===== src/rtl/if_id_pipe_reg_pkg.sv =====
// Shared constants and FSM state encoding for the IF/ID pipeline register.
// Imported by if_id_pipe_reg and if_id_wait_ctr.
package if_id_pipe_reg_pkg;

  localparam int          DEF_XLEN     = 64;
  localparam int          DEF_ILEN     = 32;
  localparam int          DEF_MAX_WAIT = 3;
  localparam logic [31:0] DEF_NOP_INSN = 32'h0000_0013;  // addi x0,x0,0
  localparam int          PERF_W       = 32;

  typedef enum logic {
    ST_RUN  = 1'b0,
    ST_WAIT = 1'b1
  } if_id_state_e;

endpackage


===== src/rtl/if_id_wait_ctr.sv =====
// Saturating up-counter with synchronous clear; clear wins over increment.
// Used for the WAIT bubble count and, optionally, the bubble perf counter.
module if_id_wait_ctr
  import if_id_pipe_reg_pkg::*;
#(
  parameter int unsigned W   = 2,
  parameter logic [W-1:0] MAX = '1
) (
  input  logic         clk,
  input  logic         rst,
  input  logic         clr_i,
  input  logic         inc_i,
  output logic [W-1:0] cnt_o,
  output logic         sat_o
);

  logic [W-1:0] cnt_q, cnt_d;

  assign sat_o = (cnt_q == MAX);
  assign cnt_o = cnt_q;

  always_comb begin
    cnt_d = cnt_q;
    if (clr_i)               cnt_d = '0;
    else if (inc_i && !sat_o) cnt_d = cnt_q + 1'b1;
  end

  always_ff @(posedge clk or posedge rst) begin
    if (rst) cnt_q <= '0;
    else     cnt_q <= cnt_d;
  end

endmodule


===== src/rtl/if_id_pipe_reg.sv =====
// IF/ID pipeline register: captures fetch, inserts NOP bubbles on control stalls
// and holds fetch until the branch resolves. IF_ID_PERF_CNT_EN adds bubble_total.
module if_id_pipe_reg
  import if_id_pipe_reg_pkg::*;
#(
  parameter int          XLEN     = DEF_XLEN,
  parameter int          ILEN     = DEF_ILEN,
  parameter int          MAX_WAIT = DEF_MAX_WAIT,
  parameter logic [ILEN-1:0] NOP_INSN = DEF_NOP_INSN[ILEN-1:0]
) (
  input  logic                          clk,
  input  logic                          rst,
  input  logic                          fetch_valid,
  input  logic [XLEN-1:0]               pc_in,
  input  logic [ILEN-1:0]               instr_in,
  input  logic                          IF_ID_cstall,
  input  logic                          IF_ID_dstall,
  input  logic                          br_resolved,
  input  logic                          br_taken,
  output logic [XLEN-1:0]               pc_out,
  output logic [XLEN-1:0]               pc_plus4_out,
  output logic [ILEN-1:0]               instr_out,
  output logic                          valid_out,
  output logic                          fetch_hold,
  output logic [$clog2(MAX_WAIT+1)-1:0] wait_cnt
`ifdef IF_ID_PERF_CNT_EN
  ,
  output logic [PERF_W-1:0]             bubble_total
`endif
);

  localparam int CW = $clog2(MAX_WAIT + 1);

  if_id_state_e    state_q;
  logic [XLEN-1:0] pc_q;
  logic [ILEN-1:0] instr_q;
  logic            valid_q;
  logic            wait_sat;
  logic            in_wait;

  // Taken and not-taken both leave WAIT the same way: the bubble already
  // covers the wrong-path slot, so the direction itself is not needed here.
  logic unused_br_taken;
  assign unused_br_taken = br_taken;

  assign in_wait = (state_q == ST_WAIT);

  if_id_wait_ctr #(
    .W   (CW),
    .MAX (CW'(MAX_WAIT))
  ) u_wait_ctr (
    .clk   (clk),
    .rst   (rst),
    .clr_i (!in_wait || br_resolved || wait_sat),
    .inc_i (in_wait),
    .cnt_o (wait_cnt),
    .sat_o (wait_sat)
  );

  always_ff @(posedge clk or posedge rst) begin
    if (rst) begin
      state_q <= ST_RUN;
      pc_q    <= '0;
      instr_q <= NOP_INSN;
      valid_q <= 1'b0;
    end else begin
      unique case (state_q)
        ST_RUN: begin
          // dstall freezes everything and masks cstall for this cycle
          if (!IF_ID_dstall) begin
            pc_q <= pc_in;
            if (IF_ID_cstall) begin
              instr_q <= NOP_INSN;
              valid_q <= 1'b0;
              state_q <= ST_WAIT;
            end else begin
              instr_q <= fetch_valid ? instr_in : NOP_INSN;
              valid_q <= fetch_valid;
            end
          end
        end
        ST_WAIT: begin
          instr_q <= NOP_INSN;
          valid_q <= 1'b0;
          if (br_resolved || wait_sat) state_q <= ST_RUN;
        end
        default: state_q <= ST_RUN;
      endcase
    end
  end

  assign pc_out       = pc_q;
  assign pc_plus4_out = pc_q + XLEN'(4);
  assign instr_out    = instr_q;
  assign valid_out    = valid_q;
  assign fetch_hold   = in_wait || IF_ID_dstall;

`ifdef IF_ID_PERF_CNT_EN
  logic unused_perf_sat;

  if_id_wait_ctr #(
    .W   (PERF_W),
    .MAX ({PERF_W{1'b1}})
  ) u_perf_ctr (
    .clk   (clk),
    .rst   (rst),
    .clr_i (1'b0),
    .inc_i (in_wait),
    .cnt_o (bubble_total),
    .sat_o (unused_perf_sat)
  );
`endif

endmodule

===== config.mk =====
export PLATFORM = sky130hd
export DESIGN_NAME = if_id_pipe_reg
export DESIGN_NICKNAME = d
export VERILOG_FILES = /design/src/rtl/if_id_pipe_reg_pkg.sv /design/src/rtl/if_id_wait_ctr.sv /design/src/rtl/if_id_pipe_reg.sv
export SDC_FILE = /design/constraint.sdc
export NUM_CORES = 1
export LEC_CHECK = 0
export BUFFER_PORTS_ARGS = -buffer_cell sky130_fd_sc_hd__buf_2
export CORE_UTILIZATION = 30
export CTS_BUF_LIST = sky130_fd_sc_hd__clkbuf_2
export CTS_CLUSTER_SIZE = 24
export DETAILED_ROUTE_END_ITERATION = 12
export SLEW_MARGIN = 40
export SYNTH_ARGS = -nofsm -noshare
export SYNTH_HDL_FRONTEND = slang
export SYNTH_SLANG_ARGS = --single-unit

===== constraint.sdc =====
create_clock -name clk -period 4.25 [get_ports clk]
set_input_delay 0.425 -clock clk [delete_from_list [all_inputs] [get_ports clk]]
set_output_delay 0.425 -clock clk [all_outputs]
set_load 0.02 [all_outputs]

### Word-level counts from Yosys, hierarchy flattened

Index checks and enable logic that the tools add are counted.

* reductions and logical operators: 9
* add/sub/neg operators: 2
* bitwise operators: 2
* equality and inequality tests: 2
* multiplexer cells: 13

Operator list (count)
* $mux W32: 3
* $add A64 B3 Y64 const B: 1
* $pmux W32 S2: 1
* $mux W1: 5
* $logic_or A1 B1 Y1: 4
* $mux W2: 2
* $pmux W1 S2: 2
* $add A2 B1 Y2 const B: 1
* $eq A2 B2 Y1 const B: 1
* $logic_not A1 Y1: 2
* $ne A2 B2 Y1 const B: 1
* $not A1 Y1: 2
* $reduce_and A2 Y1: 1
* $reduce_bool A2 Y1: 1
* $logic_and A1 B1 Y1: 1

* logic and storage cells: 33
* register bits after elaboration: 100
* output and inout bits: 164

### Logic depth before layout (Yosys ltp)

Gate-level depths: netlist (run 1).

* depth in word-level cells: 5
* depth in mapped cells: 7

### Cells and area by module

From an unflattened synthesis (run 1), not the netlist that was laid out.

* cells, all modules: 439
* area total of the unflattened synthesis: 4989.8 um^2

Modules (own cells, without submodules)
* if_id_pipe_reg: cells each 428, area an instance 4862.2 um^2, times used 1
* if_id_wait_ctr: cells each 11, area an instance 127.6 um^2, times used 1

### Least setup slack after synthesis (run 1)

No wires, ideal clock.

* path type: register to output
* from: register pc_q[3] (netlist: pc_out[3])
* to: output port pc_plus4_out[58]
* arrival: 2270 ps
* path buffers: 1
* cell stages (with the launch flop): 8
* setup slack: 1555 ps
* path through: dfrtp_1 ha_1 nand3_1 or3_4 nor4_4 buf_6 nand4_1 xnor2_1

* cells in the longest elaborated chain, start to end: 1

Ends and longest elaborated chain
* start, declared: line if_id_pipe_reg.sv:35 `logic [XLEN-1:0] pc_q;`
* start signal, assigned: line if_id_pipe_reg.sv:71 `pc_q <= pc_in;`
* $add A64 B3 Y64: line if_id_pipe_reg.sv:93 `assign pc_plus4_out = pc_q + XLEN'(4);`
* end, declared: line if_id_pipe_reg.sv:21 `output logic [XLEN-1:0] pc_plus4_out,`

No other way between the ends.

### Worst setup path after layout (run 1)

* from: register pc_q[3] (netlist: pc_out[3])
* to: output port pc_plus4_out[56]

Same word-level chain as after synthesis.

==> impl_metrics.toml, run 1 <==
[status]
status = "finished, final reports clean"

[critical_path]
crit_path_end = "pc_plus4_out[56]"
crit_fanout = 8
cp-end-kind = "primary output"
reg2reg_to = "instr_out[30]"
critical_path_class = "reg2out"
cp.arrival_ns = 3.24
rrSetupSlack_ns = 2.48
startpoint_type = "flop"
reg2reg_from = "in_wait"
crit_required_ns = 3.83
r2r.worst_path.cells = 5
cp-startpoint = "pc_out[3]"

[sta]
max_freq_mhz = 273
rsz0062_at_grt = "false"
finalSetupViolCount = 0
finalClockSkew_ns = 0.0190
relSlewSlack_pct = 53.1
finalCritPeriodShare_pct = 86.2
worst_pin_slew_ns = 0.698
hold_viol = 0
drv_slew = 0
tns_ns = 0
min_period_ns = 3.66

[layout]
nets = 898
area_delta_synth_final_pct = 54.0
drive_gt1_share_pct = 46.1
antenna_cells = 0
fin_util_pct = 47.1

[global_routing]
antenna_found_initial = 0
grt_pass1_vias = 4959
grt_util_all_layers_pct = 19.1
grt_pass1_wl_um = 26200
gr-total-overflow = 0
grt_max_degree = 68

[synth]
syn_area_per_cell_um2 = 11.7
syn_nets = 534
synth-seq-area-share_pct = 49.7
async_reset_ff_share_pct = 100
synth_top_family_by_area = "simple AND/OR/NAND/NOR gates"
synthAdderAreaFrac_pct = 0.497
synth_edf_count = 0
synth_most_common_cell = "dfrtp_1"
synthXorXnorAreaFrac_pct = 10.4
synth.area.mux_share_pct = 13.4
syn_area_um2 = 5040
synth-simple-area-share_pct = 17.7
synth_warnings = 0
synthTopCellsByArea = "dfrtp_1, mux2_2, xnor2_1, a22o_1, xor2_1"
syn_inst = 429
synth_cell_types = 38
synth_common_cells = "dfrtp_1, mux2_2, xnor2_1, a22o_1, nand3_1"
ys_ff_latch = 100
synth_top_area_share_pct = 48.2
synth-compound-area-share_pct = 6.11
synth_flop_cell = "dfrtp_1"
yosysTopAreaCell = "dfrtp_1"

[floorplan]
ios = 267
core_um2 = 16500
die_w_um = 132
initial_utilization_pct = 30.6
rows = 47
die_area_um2 = 17300
die_h_um = 132

[drt]
drc = 0
final_antenna_net_count = 0
first_iter_violations = 181
via_per_inst = 4.75
firstDrtPassIters = 6
wl_um = 16200
wire_per_inst_um = 15.9
num_vias = 4831

[clock_tree]
cts_tree = "yes"
clkTransAtPathRegs_ns = 0.29
cts_resized = 0
insertion_delay_ns = 0.59
postCtsSetupRepairBufs = 0
cts.path.max_buffers = 2
clock_sinks = 100
ctsHoldBuffers = 99
cts_made_buffers = 9
cts_root_buffer = "clkbuf_2"
h-tree-depth = 3

[power]
power.total_mw = 2.76
p_leak_nw = 3.69
p_per_area_nw_per_um2 = 356
max-vdd-ir-drop_mv = 0.155

[min_path]
hold_path_class = "in2reg"

[flow_run]
maxCapViolations = 0

[placed_design]
gp_congestion = 0.779
hpwl_um = 11300
io_buffer_count = 265
metal layers:
layer / up-vias / part of all wire, % / global-route usage [%] / routed length [um]
met5: - / 0 / 0 / 0
met4: 0 / 1.8 / 6.65 / 287
met3: 21 / 6.4 / 4.24 / 1040
met2: 192 / 50 / 33.3 / 8080
met1: 2332 / 42 / 22.9 / 6780
li1: 2286 / - / - / -
metrics by stage:
stage	setup slack [ns]	hold slack (ns)	cell area, um^2	std cells
3_5_place_dp	1.14	0.459	6640	902
5_1_grt	0.322	0.0804	7760	1018
6_report	0.588	0.145	7760	1018
2_1_floorplan	1.21	0.542	5040	429
4_1_cts	0.369	0.0406	7750	1017
3_3_place_gp	1.22	0.459	6620	901
worst min path at each step:
stage | from | to | slack (ns) | cells past startpoint
after global routing | fetch_valid | valid_out | 0.08 | 3
after floorplan | pc_in[22] | pc_out[22] | 0.54 | 2
final | fetch_valid | valid_out | 0.15 | 3
after CTS | fetch_valid | valid_out | 0.04 | 3
after detailed placement | u_wait_ctr.cnt_o[0] | u_wait_ctr.cnt_o[0] | 0.46 | 1
after global placement | u_wait_ctr.cnt_o[0] | u_wait_ctr.cnt_o[0] | 0.46 | 1
layout make-up:
class / count / area [um^2]
Fill cell: 1549 / 8710
Sequential cell: 100 / 2510
Multi-Input combinational cell: 305 / 2450
Timing Repair Buffer: 370 / 2380
Tap cell: 220 / 275
Clock inverter: 7 / 71.3
Clock buffer: 9 / 45.0
Inverter: 7 / 31.3
power breakdown:
part | switching [mW] | internal (mW) | leakage [nW]
clock | 0.361 | 0.0943 | 0.0653
combinational | 0.594 | 0.442 | 2.40
sequential | 0.192 | 1.08 | 1.23
total | 1.15 | 1.61 | 3.69
cell families after synthesis:
kind of cell / after synthesis
AO/OA/AOI/OAI: 37
adder cells (fa/ha/maj): 2
AND/OR/NAND/NOR: 146
multiplexers: 60
flip-flops: 100
XOR/XNOR: 60
buffers and inverters: 24
sequential cells by signal (all words and copies together) (netlist names):
register and count:
u_wait_ctr.cnt_o 2, valid_out 1, pc_out 64, in_wait 1, instr_out 32
worst max-delay path, stage by stage, from the launching register on:
cell and delay (ns):
dfrtp_1 0.51, ha_1 0.23, nand3_1 0.26, or3_4 0.46, nor4_4 0.45, buf_4 0.25, nand4_1 0.12, xnor2_1 0.19
buf_2 0.19
layout by cell type, fill, tap and decap left out, types with 2 or more instances in the layout:
cell	count
buf_4	4
clkbuf_2	9
nand3_1	27
and4_1	5
dfstp_2	3
nor2_1	18
inv_1	6
o21ai_0	4
nor3b_1	2
inv_8	2
a22o_1	29
inv_6	2
mux2_2	60
nor4_4	3
and3_1	13
nand4_1	22
xnor2_1	41
ha_1	2
o22a_1	3
and2_1	3
buf_2	265
dlygate4sd3_1	99
nor3_2	5
nor3_1	6
xor2_1	19
nand2_1	26
dfrtp_1	97
clkinvlp_4	2
nor4_1	2
Power figures use the tool's default switching activity.
==> run 2, diff against run 1 <==
Settings changed: CORE_ASPECT_RATIO set to 1.75.
==> run 2 against run 1 <==
  * Register-to-register slack lost 0.50 ns
  * Hold slack worse by 0.026 ns
  * Global-route usage rose by 0.94 points
  * Worst setup slack worse by 0.063 ns
  * Maximum frequency fell by 1.7%
  * Combinational power is essentially flat
  * Non-clock buffer count decreased by 2
  * Count of clock-buffer cells in the layout rose by 1
  * First-iteration DRC count fell by 42%
  * Sequential share of layout area decreased by 0.11 points
  * Highest routed layer unchanged
==> impl_metrics.toml, run 2 (synthesis results as in run 1) <==
[status]
status = "finished, final reports clean"

[sta]
finalHoldWorstSlack_ns = 0.119
rsz0062_at_grt = "false"
relSlewSlack_pct = 45.4
finalSetupViolCount = 0
hold_viol = 0
drv_slew = 0
tns_ns = 0
fin_ws_ns = 0.525
worst_pin_slew_ns = 0.813
finalCritPeriodShare_pct = 87.7
finalClockSkew_ns = 0.0259
min_period_ns = 3.73
max_freq_mhz = 268

[global_routing]
antenna_found_initial = 1
grt_pass1_wl_um = 26700
grt_util_all_layers_pct = 20.0
gr-total-overflow = 0
grt_max_degree = 46
grt_pass1_vias = 5082

[critical_path]
startpoint_type = "flop"
crit_required_ns = 3.83
r2r.worst_path.cells = 3
reg2reg_from = "in_wait"
crit_fanout = 12
worstPathCellList = "ha_1, nand3_1, or3_4, nor4_4, nand4_1, xnor2_1, buf_2"
critPathMaxStageDelay_ns = 0.74
rrSetupSlack_ns = 1.98
cp_slowest_cell = "nor4_4"
critical_path_class = "reg2out"
cp-end-kind = "primary output"
reg2reg_to = "pc_out[23]"
cp.arrival_ns = 3.30

[floorplan]
ios = 267
rows = 62
die_area_um2 = 17300
die_h_um = 173
initial_utilization_pct = 30.6
core_um2 = 16400
die_w_um = 100

[clock_tree]
cts_resized = 0
insertion_delay_ns = 0.59
clkTransAtPathRegs_ns = 0.25
cts_tree = "yes"
cts_made_buffers = 9
cts.path.max_buffers = 2
clock_sinks = 100
cts_root_buffer = "clkbuf_2"
h-tree-depth = 3

[layout]
fin_cells = 1021
final_cell_mix = "buf_2, dlygate4sd3_1, dfrtp_1"
area_delta_synth_final_pct = 54.5
nets = 896
final_common_cell = "buf_2"
fin_util_pct = 47.3
fin_area_um2 = 7780
drive_gt1_share_pct = 46.1
largest_register_ff_count = 64

[drt]
via_per_inst = 4.84
first_iter_violations = 105
firstDrtPassIters = 4
drc = 0
wl_um = 17000
num_vias = 4944
wire_per_inst_um = 16.7
final_antenna_net_count = 0

[power]
p_leak_nw = 3.71
max-vdd-ir-drop_mv = 0.186
p_per_area_nw_per_um2 = 372
power.total_mw = 2.90

[min_path]
min_from = "br_resolved"
hold_path_class = "in2reg"
hold_path_end = "u_wait_ctr.cnt_o[0]"
holdPathStages = 3

[placed_design]
place_inst = 906
placed_cell_area_um2 = 6640
io_buffer_count = 265
dpl_worst_slack_ns = 1.15
hpwl_um = 12300
gp_congestion = 0.839

[flow_run]
maxCapViolations = 0
-- run 2: cell count changes in the layout (fill, tap and decap cells not counted) --
cell	previous run	this run
diode_2	0	1
inv_4	0	1
inv_6	2	0
buf_8	1	0
clkinv_8	1	0
clkbuf_2	9	10
inv_8	2	0
bufinv_16	0	3
dlygate4sd3_1	99	98
-- run 2: critical path, delay by kind of cell (launching register included) --
| family | cells | cell delay (ns) |
|---|---|---|
| fa+ha+maj | 1 | 0.21 |
| buf+inv | 1 | 0.20 |
| xor+xnor | 1 | 0.21 |
| simple gates | 4 | 1.62 |
| flops | 1 | 0.47 |
-- run 2: worst max path at each step --
stage | depth (start not counted) | slack, ns | end | start
2_1_floorplan | 1 | 1.21 | in_wait | rst
3_3_place_gp | 7 | 1.24 | pc_plus4_out[60] | pc_out[2]
3_5_place_dp | 7 | 1.15 | pc_plus4_out[56] | pc_out[3]
4_1_cts | 7 | 0.39 | pc_plus4_out[56] | pc_out[3]
5_1_grt | 7 | 0.26 | pc_plus4_out[58] | pc_out[2]
6_report | 7 | 0.52 | pc_plus4_out[56] | pc_out[3]
-- run 2: area by class of cell --
type                       count  area, um^2
sequential                   100        2510
clock buffer                  10        50.0
fill                        1544        8660
tap                          224         280
timing repair buffer         368        2360
inverter                       7        28.8
multi-input combinational    305        2450
antenna                        1        2.50
clock inverter                 6         114
-- run 2: metal layers --
metal	GRT usage, %	routed length, um	up-vias
li1	-	-	2287
met1	21.0	6210	2410
met2	36.4	9320	195
met3	3.99	702	52
met4	11.3	799	0
met5	0	0	-
-- run 2: timing repair --
action	4_1_cts	5_1_grt
hold buffers	93	5
buffers inserted	0	0
endpoints found under the hold margin	119	5
-- run 2: where the power goes --
| part | internal [mW] | total [mW] | switching (mW) |
|---|---|---|---|
| clock | 0.256 | 0.589 | 0.334 |
| combinational | 0.439 | 1.04 | 0.603 |
| sequential | 1.08 | 1.26 | 0.189 |
==> run 3, diff against run 2 <==
Settings changed: CORE_UTILIZATION 30 to 25, CTS_BUF_LIST sky130_fd_sc_hd__clkbuf_2 to sky130_fd_sc_hd__clkbuf_16.
==> run 3 against run 2 <==
  * Total power grew 4.4%
  * Final cell count shrank 7.6%
  * Die area grew 20%
  * Combinational power shrank 7%
  * Routed wire length shrank 3.3%
  * Critical endpoint is now pc_plus4_out[60]
  * Largest power group unchanged
  * Highest routed layer is now met5
==> impl_metrics.toml, run 3 (synthesis results as in run 1) <==
[global_routing]
busiest_layer = "met2"
grt_util_all_layers_pct = 16.3
gr-usage-met3_pct = 3.94
grt_pass1_vias = 4364
gr-usage-met2_pct = 30.0
grt_pass1_wl_um = 24800
met1_usage_pct = 17.1
gr-total-overflow = 0
antenna_found_initial = 2
grt_max_degree = 71

[sta]
fin_ws_ns = 0.790
min_period_ns = 3.46
hold_viol = 0
finalCritPeriodShare_pct = 81.4
relSlewSlack_pct = 44.6
drv_slew = 0
max_freq_mhz = 289
worst_pin_slew_ns = 0.824
finalClockSkew_ns = 0.00420
finalHoldWorstSlack_ns = 0.125
finalSetupViolCount = 0
rsz0062_at_grt = "false"
tns_ns = 0

[critical_path]
cp_slowest_cell = "nor4_4"
startpoint_type = "flop"
crit_required_ns = 3.83
crit_buf_inv = 1
critPathTopFamily = "simple AND/OR/NAND/NOR gates"
cp.arrival_ns = 3.03
worstPathCellList = "ha_1, nand3_1, or3_4, nor4_4, nand4_1, xnor2_1, buf_2"
cp-end-kind = "primary output"
critPathMaxStageDelay_ns = 0.75
critical_path_class = "reg2out"
crit_fanout = 12

[clock_tree]
cts_tree = "yes"
cts_root_buffer = "clkbuf_16"
cts.path.max_buffers = 2
insertion_delay_ns = 0.36
cts_resized = 0
clock_sinks = 100
h-tree-depth = 3
ctsHoldBuffers = 0
cts_made_buffers = 9
postCtsSetupRepairBufs = 0
clkTransAtPathRegs_ns = 0.07

[power]
p_per_area_nw_per_um2 = 436
combinationalPowerShare_pct = 31.8
power_switching_mw = 1.17
clkPwrFrac_pct = 26.3
max-vdd-ir-drop_mv = 0.328
p_seq_share_pct = 41.9
internal_power_mw = 1.85
p_leak_nw = 3.33
sw_frac_of_total_pct = 38.7

[layout]
area_delta_synth_final_pct = 37.6
final_cell_mix = "buf_2, dfrtp_1, mux2_2"
fin_util_pct = 35.1
largest_register_ff_count = 64
final_common_cell = "buf_2"
fin_area_um2 = 6930
nets = 797
drive_gt1_share_pct = 52.5

[drt]
final_antenna_net_count = 0
first_iter_violations = 152
drc = 0
wire_per_inst_um = 17.5
firstDrtPassIters = 4
via_per_inst = 4.68
wl_um = 16500
num_vias = 4412

[floorplan]
die_w_um = 109
rows = 68
initial_utilization_pct = 25.5
ios = 267
die_area_um2 = 20700
die_h_um = 190
core_um2 = 19700

[placed_design]
gp_congestion = 0.774
hpwl_um = 12800
dpl_worst_slack_ns = 1.13
placed_cell_area_um2 = 6660
io_buffer_count = 265

[min_path]
hold_path_class = "in2async"

[status]
status = "finished, final reports clean"

[flow_run]
maxCapViolations = 0
## run 3: worst paths after layout
check	startpoint	endpoint	slack [ns]	cells past startpoint
setup / recovery	pc_out[2]	pc_plus4_out[60]	0.79	7
hold / removal	rst	instr_out[14]	0.13	2
setup reg to reg	in_wait	instr_out[26]	2.48	5
hold reg to reg	u_wait_ctr.cnt_o[0]	u_wait_ctr.cnt_o[0]	0.47	1
max in group asynchronous	rst	instr_out[23]	3.12	3
min in group clk	pc_in[2]	pc_out[2]	0.27	3
## run 3: routing by layer
metal | part of all wire, % | vias to the layer above
li1 | - | 2090
met1 | 37 | 2169
met2 | 56 | 133
met3 | 5.2 | 18
met4 | 2.1 | 2
met5 | 0.079 | -
## run 3: layout make-up
type                    count  area [um^2]
diodes                      1         2.50
clock buffers               9          225
clock inverters             7         50.0
fillers                  2075        12800
inverters                   7         31.3
multi-input cells         305         2450
flip-flops and latches    100         2510
well taps                 245          307
repair buffers            269         1360
## run 3: power groups by stage
stage	Clock [mW]	Combinational [mW]	Sequential (mW)
final	0.796	0.962	1.27
after global routing	0.862	1.03	1.29
after CTS	0.829	0.976	1.27
after detailed placement	0	0.972	1.29
after global placement	0	0.967	1.28
after floorplan	0	0.467	1.39
## run 3: through the flow
step	cells	total power, mW
2_1_floorplan	429	1.86
3_3_place_gp	926	2.25
3_5_place_dp	926	2.26
4_1_cts	942	3.07
5_1_grt	942	3.18
6_report	943	3.02
